$ cat src/rtl/gearbox_rx_66b.sv
// rtl/gearbox_rx_66b.sv - per-lane RX 64->66 gearbox with bit slip; optional slip counter under GEARBOX_RX_SLIP_CNT_EN
module gearbox_rx_66b #(
   parameter int DATA_W  = 64,
   parameter int HEAD_W  = 2,
   parameter int BLOCK_W = HEAD_W + DATA_W,
   parameter int BUF_W   = BLOCK_W + DATA_W - 1
) (
   input  logic              clk,
   input  logic              nreset,
   input  logic              serdes_v_i,
   input  logic [DATA_W-1:0] serdes_data_i,
   input  logic              slip_i,
   output logic              valid_o,
   output logic [HEAD_W-1:0] head_o,
   output logic [DATA_W-1:0] data_o
`ifdef GEARBOX_RX_SLIP_CNT_EN
   ,
   output logic [15:0]       slip_cnt_o
`endif
);

   localparam logic [7:0] BLOCK_W8 = 8'(BLOCK_W);
   localparam logic [7:0] DATA_W8  = 8'(DATA_W);

   // Bit store: oldest bit at bit 0, only the low fill_q bits are meaningful.
   logic [BUF_W-1:0]  bits_q, bits_d;
   logic [6:0]        fill_q, fill_d;
   logic              slip_pend_q, slip_pend_d;
   logic              valid_q;
   logic [HEAD_W-1:0] head_q;
   logic [DATA_W-1:0] data_q;

   logic [7:0]        avail_raw, avail;
   logic [BUF_W-1:0]  keep_mask, word_ext, cat_raw, cat;
   logic              slip_req, do_slip, emit;

   // Append the incoming word above the held bits, apply at most one slip, decide on a block.
   always_comb begin
      avail_raw   = {1'b0, fill_q} + (serdes_v_i ? DATA_W8 : 8'd0);
      keep_mask   = ~({BUF_W{1'b1}} << fill_q);
      word_ext    = {{(BUF_W-DATA_W){1'b0}}, serdes_data_i};
      cat_raw     = (bits_q & keep_mask) | (serdes_v_i ? (word_ext << fill_q) : {BUF_W{1'b0}});
      slip_req    = slip_i | slip_pend_q;
      do_slip     = slip_req && (avail_raw != 8'd0);
      cat         = do_slip ? (cat_raw >> 1) : cat_raw;
      avail       = avail_raw - {7'd0, do_slip};
      emit        = (avail >= BLOCK_W8);
      // A slip with nothing to drop waits here for the next valid word.
      slip_pend_d = slip_req && !do_slip;
      if (emit) begin
         bits_d = cat >> BLOCK_W;
         fill_d = 7'(avail - BLOCK_W8);
      end else begin
         bits_d = cat;
         fill_d = avail[6:0];
      end
   end

   // Control state and registered block outputs; head/data hold between blocks.
   always_ff @(posedge clk) begin
      if (!nreset) begin
         valid_q     <= 1'b0;
         head_q      <= '0;
         data_q      <= '0;
         fill_q      <= 7'd0;
         slip_pend_q <= 1'b0;
      end else begin
         valid_q     <= emit;
         fill_q      <= fill_d;
         slip_pend_q <= slip_pend_d;
         if (emit) begin
            head_q <= cat[HEAD_W-1:0];
            data_q <= cat[BLOCK_W-1:HEAD_W];
         end
      end
   end

   // Bit store needs no reset: fill_q masks whatever it holds.
   always_ff @(posedge clk) begin
      bits_q <= bits_d;
   end

   assign valid_o = valid_q;
   assign head_o  = head_q;
   assign data_o  = data_q;

`ifdef GEARBOX_RX_SLIP_CNT_EN
   logic [15:0] slip_cnt_q;

   // Count executed slips, saturating so a stuck lock search never wraps to a small value.
   always_ff @(posedge clk) begin
      if (!nreset) begin
         slip_cnt_q <= 16'd0;
      end else if (do_slip && (slip_cnt_q != 16'hFFFF)) begin
         slip_cnt_q <= slip_cnt_q + 16'd1;
      end
   end

   assign slip_cnt_o = slip_cnt_q;
`else
   // Slip counting disabled: do_slip only steers the bit shift above.
`endif

`ifndef SYNTHESIS
   logic short_valid_q;

   // Sanity: fill bounded, and no back-to-back blocks built from too few bits.
   always_ff @(posedge clk) begin
      if (!nreset) begin
         short_valid_q <= 1'b0;
      end else begin
         short_valid_q <= emit && (avail < BLOCK_W8);
         assert (fill_q <= 7'd65);
         assert (!(short_valid_q && emit && (avail < BLOCK_W8)));
      end
   end
`endif

endmodule

$ cat config.mk
export PLATFORM = sky130hd
export DESIGN_NAME = gearbox_rx_66b
export DESIGN_NICKNAME = d
export VERILOG_FILES = /design/src/rtl/gearbox_rx_66b.sv
export SDC_FILE = /design/constraint.sdc
export NUM_CORES = 1
export LEC_CHECK = 0
export ABC_AREA = 1
export CAP_MARGIN = 20
export CORE_MARGIN = 2
export CORE_UTILIZATION = 55
export CTS_CLUSTER_DIAMETER = 40
export DETAILED_ROUTE_END_ITERATION = 16
export DONT_BUFFER_PORTS = 1
export PLACE_DENSITY = 0.79
export SYNTH_ARGS = -nofsm -noshare
export SYNTH_HDL_FRONTEND = slang
export SYNTH_SLANG_ARGS = --single-unit
$ cat constraint.sdc
create_clock -name clk -period 3.9 [get_ports clk]
set_input_delay 0.39 -clock clk [delete_from_list [all_inputs] [get_ports clk]]
set_output_delay 0.39 -clock clk [all_outputs]
set_load 0.1 [all_outputs]
======== Word level (Yosys, flattened, before mapping) ========
Cells that the tools add are included.
word-level totals
  bits of input ports ..................... 68
  logic and storage cells ................. 26
  output and inout port bits .............. 67
  bits in registers ....................... 204
operators by class
  bitwise gates (word level) .............. 4
  shifts and indexed selects .............. 2
  multiplexer cells ....................... 5
  $add $sub $neg .......................... 3
  order comparisons ....................... 1
  reduce and logical (&&, ||, !) cells .... 4
operators by type and width
  kind                                                                   number
  129-bit 2-to-1 mux                                                     2
  129-bit AND                                                            1
  129-bit inverter                                                       1
  129-bit OR                                                             1
  129-bit by 7-bit << shifter with 129-bit output, first input constant  1
  64-bit by 7-bit << shifter with 129-bit output                         1
  63-bit 2-to-1 mux                                                      1
  7-bit 2-to-1 mux                                                       2
  7-bit by 7-bit adder with 8-bit output                                 1
  8-bit by 7-bit >= comparator with 1-bit output, second input constant  1
  8-bit nonzero test                                                     1
  8-bit by 1-bit subtractor with 8-bit output                            1
  7-bit subtractor, second input constant                                1
  1-bit logical AND                                                      2
  1-bit zero test                                                        1
  1-bit OR                                                               1

======== Depth between registers and ports, before layout ========
  depth after elaboration ................. 7
  mapped depth ............................ 22
  gate-level depth less buffers ........... 19

======== Least setup slack after synthesis ========
OpenSTA, ideal clock, no wires.
  path kind ............................... register -> register
  start ................................... reg fill_q[6]
  end ..................................... reg data_q[56] (netlist: data_o[56])
  stages on the path, launching flop included .. 21
  required time ........................... 3.778 ns
  clock period less this slack ............ 3.492 ns
  slack ................................... 0.408 ns
  data arrival time ....................... 3.370 ns
  path buffers ............................ 7
  library setup time ...................... 0.122 ns
  path through ............................ dfxtp_1 -> clkbuf_1 -> clkbuf_1 -> inv_1 -> clkbuf_1 -> ha_1 -> a21oi_4 -> buf_2 -> buf_2 -> ha_1 -> inv_1 -> o21ai_0 -> nand2_1 -> nor3_2 -> nand2_1 -> nand2_2 -> nand2_4 -> buf_6 -> buf_6 -> o21ai_0 -> a21oi_1
on the way
  longest elaborated chain between the ends .. 5
  elaborated cells on any way between the ends .. 12
  classes of those cells .................. add/sub: 2; order compare: 1; shift: 2; mux: 2; bitwise: 3; reduce/logical: 2
RTL lines
  item                                                                                                              RTL line  source
  from (decl)                                                                                                       27        logic [6:0] fill_q, fill_d;
  from (signal assigned)                                                                                            69        fill_q <= fill_d;
  7-bit by 7-bit adder with 8-bit output / 129-bit by 7-bit << shifter with 129-bit output (equally long branches)  39, 40
  8-bit nonzero test / 129-bit inverter (equally long branches)                                                     44, 40
  1-bit logical AND / 129-bit AND (equally long branches)                                                           44, 42
  8-bit by 1-bit subtractor with 8-bit output / 129-bit OR (equally long branches)                                  46, 42
  8-bit by 7-bit >= comparator with 1-bit output / 129-bit 2-to-1 mux (equally long branches)                       47, 45
  to (signal assigned)                                                                                              73        data_q <= cat[BLOCK_W-1:HEAD_W];
  to (decl)                                                                                                         31        logic [DATA_W-1:0] data_q;
Several ways; a longest one is shown, not always the timed one.
A chain may end at the register's enable or synchronous reset.

======== Final worst setup path ========
  start ................................... reg fill_q[6]
  end ..................................... reg bits_q[18]
on the way
  longest elaborated chain between the ends .. 6
  elaborated cells on any way between the ends .. 13
  classes of those cells .................. add/sub: 2; order compare: 1; shift: 2; mux: 3; bitwise: 3; reduce/logical: 2
RTL lines
  item                                                                                                              RTL line  source
  7-bit by 7-bit adder with 8-bit output / 129-bit by 7-bit << shifter with 129-bit output (equally long branches)  39, 40
  8-bit nonzero test / 129-bit inverter (equally long branches)                                                     44, 40
  1-bit logical AND / 129-bit AND (equally long branches)                                                           44, 42
  8-bit by 1-bit subtractor with 8-bit output / 129-bit OR (equally long branches)                                  46, 42
  8-bit by 7-bit >= comparator with 1-bit output / 129-bit 2-to-1 mux (equally long branches)                       47, 45
  63-bit 2-to-1 mux (*)                                                                                             50        if (emit) begin
  via bits_d[18]                                                                                                    26        logic [BUF_W-1:0] bits_q, bits_d;
  to (signal assigned)                                                                                              80        bits_q <= bits_d;
  to (decl)                                                                                                         26
Mark *: on every way through the listed nets, which the timed path passes. The rest lies on a longest branch.

==> results.md <==
Floorplanning:
- The height of the die is roughly 170 um.
- The region available for standard cell placement spans between 20000 and 30000 um^2.
- The width of the die is approximately 170 um.
- During I/O placement, the number of pins put on the boundary was roughly 140.
- The number of placement rows is a little over 60.
- The overall die area is between 20000 and 30000 um^2.
- The starting density of the core is between 50% and 60%.

Run:
- Max-cap violations in this run came to 0.

Global routing:
- The met3 demand-to-capacity share in global routing is about an eighth.
- The total routing usage reported by global routing is roughly 47%.
- In the global route stage, met2 resource usage came out at between 70% and 80%.
- After global routing, the most crowded layer is met2.
- The wire length of the first global-routing pass is 103600 um.
- Global routing finished with a remaining overflow of 0.
- The via count of the first global-routing pass is roughly 17000.
- The initial antenna violation count is 1.
- The largest net degree at the start of global routing is 132.
- In the global route stage, met1 resource usage came out at about three fifths.

STA:
- Setup violations remaining at the end of the flow were counted as 0.
- The final hold violation count is 0.
- Derived from the worst setup path, the maximum achievable clock frequency is about 0.28 GHz.
- The final critical delay including setup and external delays is roughly 3.5 ns.
- Summed over all failing endpoints, the final setup total negative slack is 0 ns.
- Clock skew on the completed layout was measured at 0.02942 ns.
- The actual transition at the worst max-transition pin is ~1.1 ns.
- Setup repair after global routing left no endpoint under its margin.
- The fraction of the cycle the final worst path needs is 90.32%.
- The normalized max-slew margin is between 20 and 30%.
- The number of max-slew violations in the final report is 0.

Logic synthesis:
- After Yosys synthesis, full adders, half adders and majority gates account for 0.4093% of the synthesized area.
- The Yosys step of the flow raised 0 warnings.
- The synthesized netlist net count is ~2700.
- Sorting the synthesized cells by area gives the leading types as sky130_fd_sc_hd__nand3_1 32%, sky130_fd_sc_hd__dfxtp_1 26%, sky130_fd_sc_hd__nand2_1 14%.
- The count of different cell masters after synthesis is 41.
- The total of flip-flops plus latches after synthesis is 202.
- The number of enable flip-flop cells after synthesis is 0.
- The proportion of synthesized chip area in sequential cells is about a quarter.
- After synthesis, the share of flip-flops with an asynchronous set or reset is 0%.
- The area of the mapped netlist is 15280 um^2.
- After Yosys synthesis, and, or, nand and nor cells account for 52.21% of the synthesized area.
- The top cell type by area accounts for a little under a third of the synthesized area.
- The main combinational cell family by area after synthesis is simple AND/OR/NAND/NOR gates.
- The most used flip-flop cell after synthesis is sky130_fd_sc_hd__dfxtp_1.
- Synthesis handed over a netlist of 2588 instances.
- The library cell occupying the most area in the post-synthesis netlist is sky130_fd_sc_hd__nand3_1.
- Of the total synthesized cell area, the portion taken by XOR and XNOR cells is less than 1%.
- The synthesized netlist devotes approximately 12% of its cell area to compound gates.
- Measured against the total synthesized area, the mux share comes to less than 1%.
- In the synthesized netlist, the cells that appear most often are 971 x sky130_fd_sc_hd__nand3_1, 575 x sky130_fd_sc_hd__nand2_1, 202 x sky130_fd_sc_hd__dfxtp_1, 173 x sky130_fd_sc_hd__o21ai_0, 155 x sky130_fd_sc_hd__nor2_1.
- Averaged over all synthesized cells, the footprint is between 5 and 6 um^2.
- By instance count, the leading cell after synthesis is sky130_fd_sc_hd__nand3_1.

Route:
- The average via count per standard cell is 6.796.
- The detailed router's first-iteration violation count is between 3000 and 4000.
- The total via count in the routed design is roughly 19000.
- The remaining design rule violation count is 0.
- The wire length after detailed routing is around 70000 um.
- After detailed routing, the average wire length per cell comes to around 25 um.
- The detailed-router iteration count before antenna repair is 8.
- The remaining antenna violation count after routing is 0.

CTS:
- The number of setup buffers added after CTS is 0.
- The H-tree depth reported by CTS is 1.
- The tree is rooted in a sky130_fd_sc_hd__clkbuf_16.
- Clock latency on the worst-skew pair, taken at its later pin, is roughly 0.58 ns.
- The clock-pin slew reported for the worst setup and hold paths after clock tree synthesis is about 0.060 ns.
- The number of buffers created by CTS is 28.
- The clock sink count is 202.
- TritonCTS built the clock tree.
- The number of buffers on the longest clock path is 3.

Worst setup path:
- Broken down by cell family, the worst path's largest delay share belongs to simple AND/OR/NAND/NOR gates.
- For the worst setup path, the data required time is 4.39 ns.
- The critical path startpoint category is a register.
- The largest individual stage delay along the critical path comes from the cell sky130_fd_sc_hd__dfxtp_4.
- Walking the worst path, the cells encountered are inv_1 -> buf_4 -> ha_1 -> a21oi_4 -> ha_1 -> inv_1 -> o21ai_0 -> nand2_1 -> nor3_2 -> nand2_1 -> nand2_2 -> nand2_8 -> inv_2 -> buf_12 -> nand3_1 -> nand2_1.
- The cell repeated most along the worst path is sky130_fd_sc_hd__nand2_1.
- The maximum cell stage delay along the critical path is ~0.60 ns.
- The data arrival time of the worst path is approximately 4 ns.
- The kind of end point of the critical path is a register.
- Along the worst path, the maximum fanout reaches between 70 and 80.
- The startpoint-to-endpoint class of the critical path is register to register.
- The buffering stage count on the worst path with inverters included is 5.

Placed design:
- The number of placed instances, taps included is 2811.
- Input and output buffers added on the ports amount to 0.
- Summed over all nets, the half-perimeter wirelength after detailed placement is 53040 um.
- The total cell area at the placement stage is approximately 15000 um^2.
- At the end of routability-driven placement, the weighted congestion stood at 1.073.

Final layout:
- The finished cells cover roughly 16000 um^2.
- Once layout is complete, the utilization of the core stands at between 50% and 60%.
- The number of inserted diodes is 0.
- The final standard cell count with taps included and fillers excluded is 2866.
- The count of nets after finishing is approximately 2500.
- The share of layout cells above drive strength 1 is about 5.4%.
- The area added between synthesis and finish is 6.230%.

Outcome:
- The flow ran to the end, and the final reports show no timing, DRC or antenna violations.

Worst hold path:
- The path class of the tightest hold or removal check is primary input to register.
## kinds of logic (layout without fill, tap and decap cells)
group | count (synthesis) | count (layout)
buffers and inverters | 275 | 175
and+or+nand+nor | 1756 | 1756
DFF | 202 | 202
xor gates and xnor gates | 4 | 4
adders and majority gates | 5 | 5
muxes | 1 | 1
AOI/OAI and AO/OA | 345 | 345
## path summary, 6_finish.rpt
path,end,slack (ns),from,depth (start not counted)
max,bits_q[18],0.38,fill_q[6],16
min,data_o[6],0.006,nreset,2
min reg2reg,slip_pend_q,0.53,slip_pend_q,2
max reg2reg,bits_q[18],0.38,fill_q[6],16
## metal layers
layer	share of wire, %	vias up	routed length (um)
li1	-	8777	-
met1	37	8856	26450
met2	42	1491	29620
met3	13	350	9049
met4	8.0	2	5659
met5	0.024	-	17
## per-stage QoR
step	setup WS [ns]	hold WS [ns]
final	0.3775	0.006201
after global routing	0.09849	0.01304
after CTS	0.4821	0.0004914
after detailed placement	0.4962	0.5204
after global placement	0.7086	0.5051
after floorplan	0.4076	0.4683
## area by class of cell
cell class | instances | area [um^2]
Clock buffer | 33 | 729.5
Clock inverter | 19 | 210.2
Fill cell | 2780 | 11320
Inverter | 72 | 271.5
Multi-Input combinational cell | 2111 | 9996
Sequential cell | 202 | 4055
Tap cell | 378 | 473.0
Timing Repair Buffer | 51 | 500.5
## cell usage in the layout, fill, tap and decap left out, types with 2 or more instances in the layout
cell	n
sky130_fd_sc_hd__inv_6	2
sky130_fd_sc_hd__nor2_1	153
sky130_fd_sc_hd__clkinv_4	4
sky130_fd_sc_hd__o22ai_1	2
sky130_fd_sc_hd__clkbuf_16	28
sky130_fd_sc_hd__buf_4	40
sky130_fd_sc_hd__a21oi_1	82
sky130_fd_sc_hd__or2_0	4
sky130_fd_sc_hd__a31oi_1	6
sky130_fd_sc_hd__clkinvlp_4	2
sky130_fd_sc_hd__nand2_2	3
sky130_fd_sc_hd__dfxtp_1	195
sky130_fd_sc_hd__dlygate4sd3_1	2
sky130_fd_sc_hd__inv_2	13
sky130_fd_sc_hd__dfxtp_2	6
sky130_fd_sc_hd__clkbuf_1	4
sky130_fd_sc_hd__nor2_4	8
sky130_fd_sc_hd__ha_1	5
sky130_fd_sc_hd__xnor2_1	2
sky130_fd_sc_hd__o211ai_1	33
sky130_fd_sc_hd__inv_8	6
sky130_fd_sc_hd__buf_12	9
sky130_fd_sc_hd__a32oi_1	4
sky130_fd_sc_hd__nand3_1	971
sky130_fd_sc_hd__o21a_1	2
sky130_fd_sc_hd__a32o_1	2
sky130_fd_sc_hd__o21ai_0	173
sky130_fd_sc_hd__nand2_1	575
sky130_fd_sc_hd__o21ai_1	35
sky130_fd_sc_hd__nor3_1	3
sky130_fd_sc_hd__inv_1	57
sky130_fd_sc_hd__o31ai_1	3
sky130_fd_sc_hd__nor2_2	2
sky130_fd_sc_hd__nand4_1	33
sky130_fd_sc_hd__clkinv_2	4
## flip-flops by register name (all words and copies together) (netlist names)
signal	cells
data_o	64
head_o	2
slip_pend_q	1
valid_o	1
bits_q	127
fill_q	7
## worst register-to-register path: stages (launching register included)
cell and delay, ns:
sky130_fd_sc_hd__dfxtp_4 0.60, sky130_fd_sc_hd__inv_1 0.08, sky130_fd_sc_hd__buf_4 0.22, sky130_fd_sc_hd__ha_1 0.26, sky130_fd_sc_hd__a21oi_4 0.22, sky130_fd_sc_hd__ha_1 0.24
sky130_fd_sc_hd__inv_1 0.07, sky130_fd_sc_hd__o21ai_0 0.17, sky130_fd_sc_hd__nand2_1 0.14, sky130_fd_sc_hd__nor3_2 0.28, sky130_fd_sc_hd__nand2_1 0.14, sky130_fd_sc_hd__nand2_2 0.14
sky130_fd_sc_hd__nand2_8 0.18, sky130_fd_sc_hd__inv_2 0.14, sky130_fd_sc_hd__buf_12 0.29, sky130_fd_sc_hd__nand3_1 0.18, sky130_fd_sc_hd__nand2_1 0.10
## repair_timing
item | 4_1_cts | 5_1_grt
gates resized for setup | 0 | 0
hold buffers | 3 | 0
endpoints found under the hold margin | 56 | 0
Power is not shown: default switching activity piles up to over one toggle a cycle in this logic, so the estimate is an artifact.
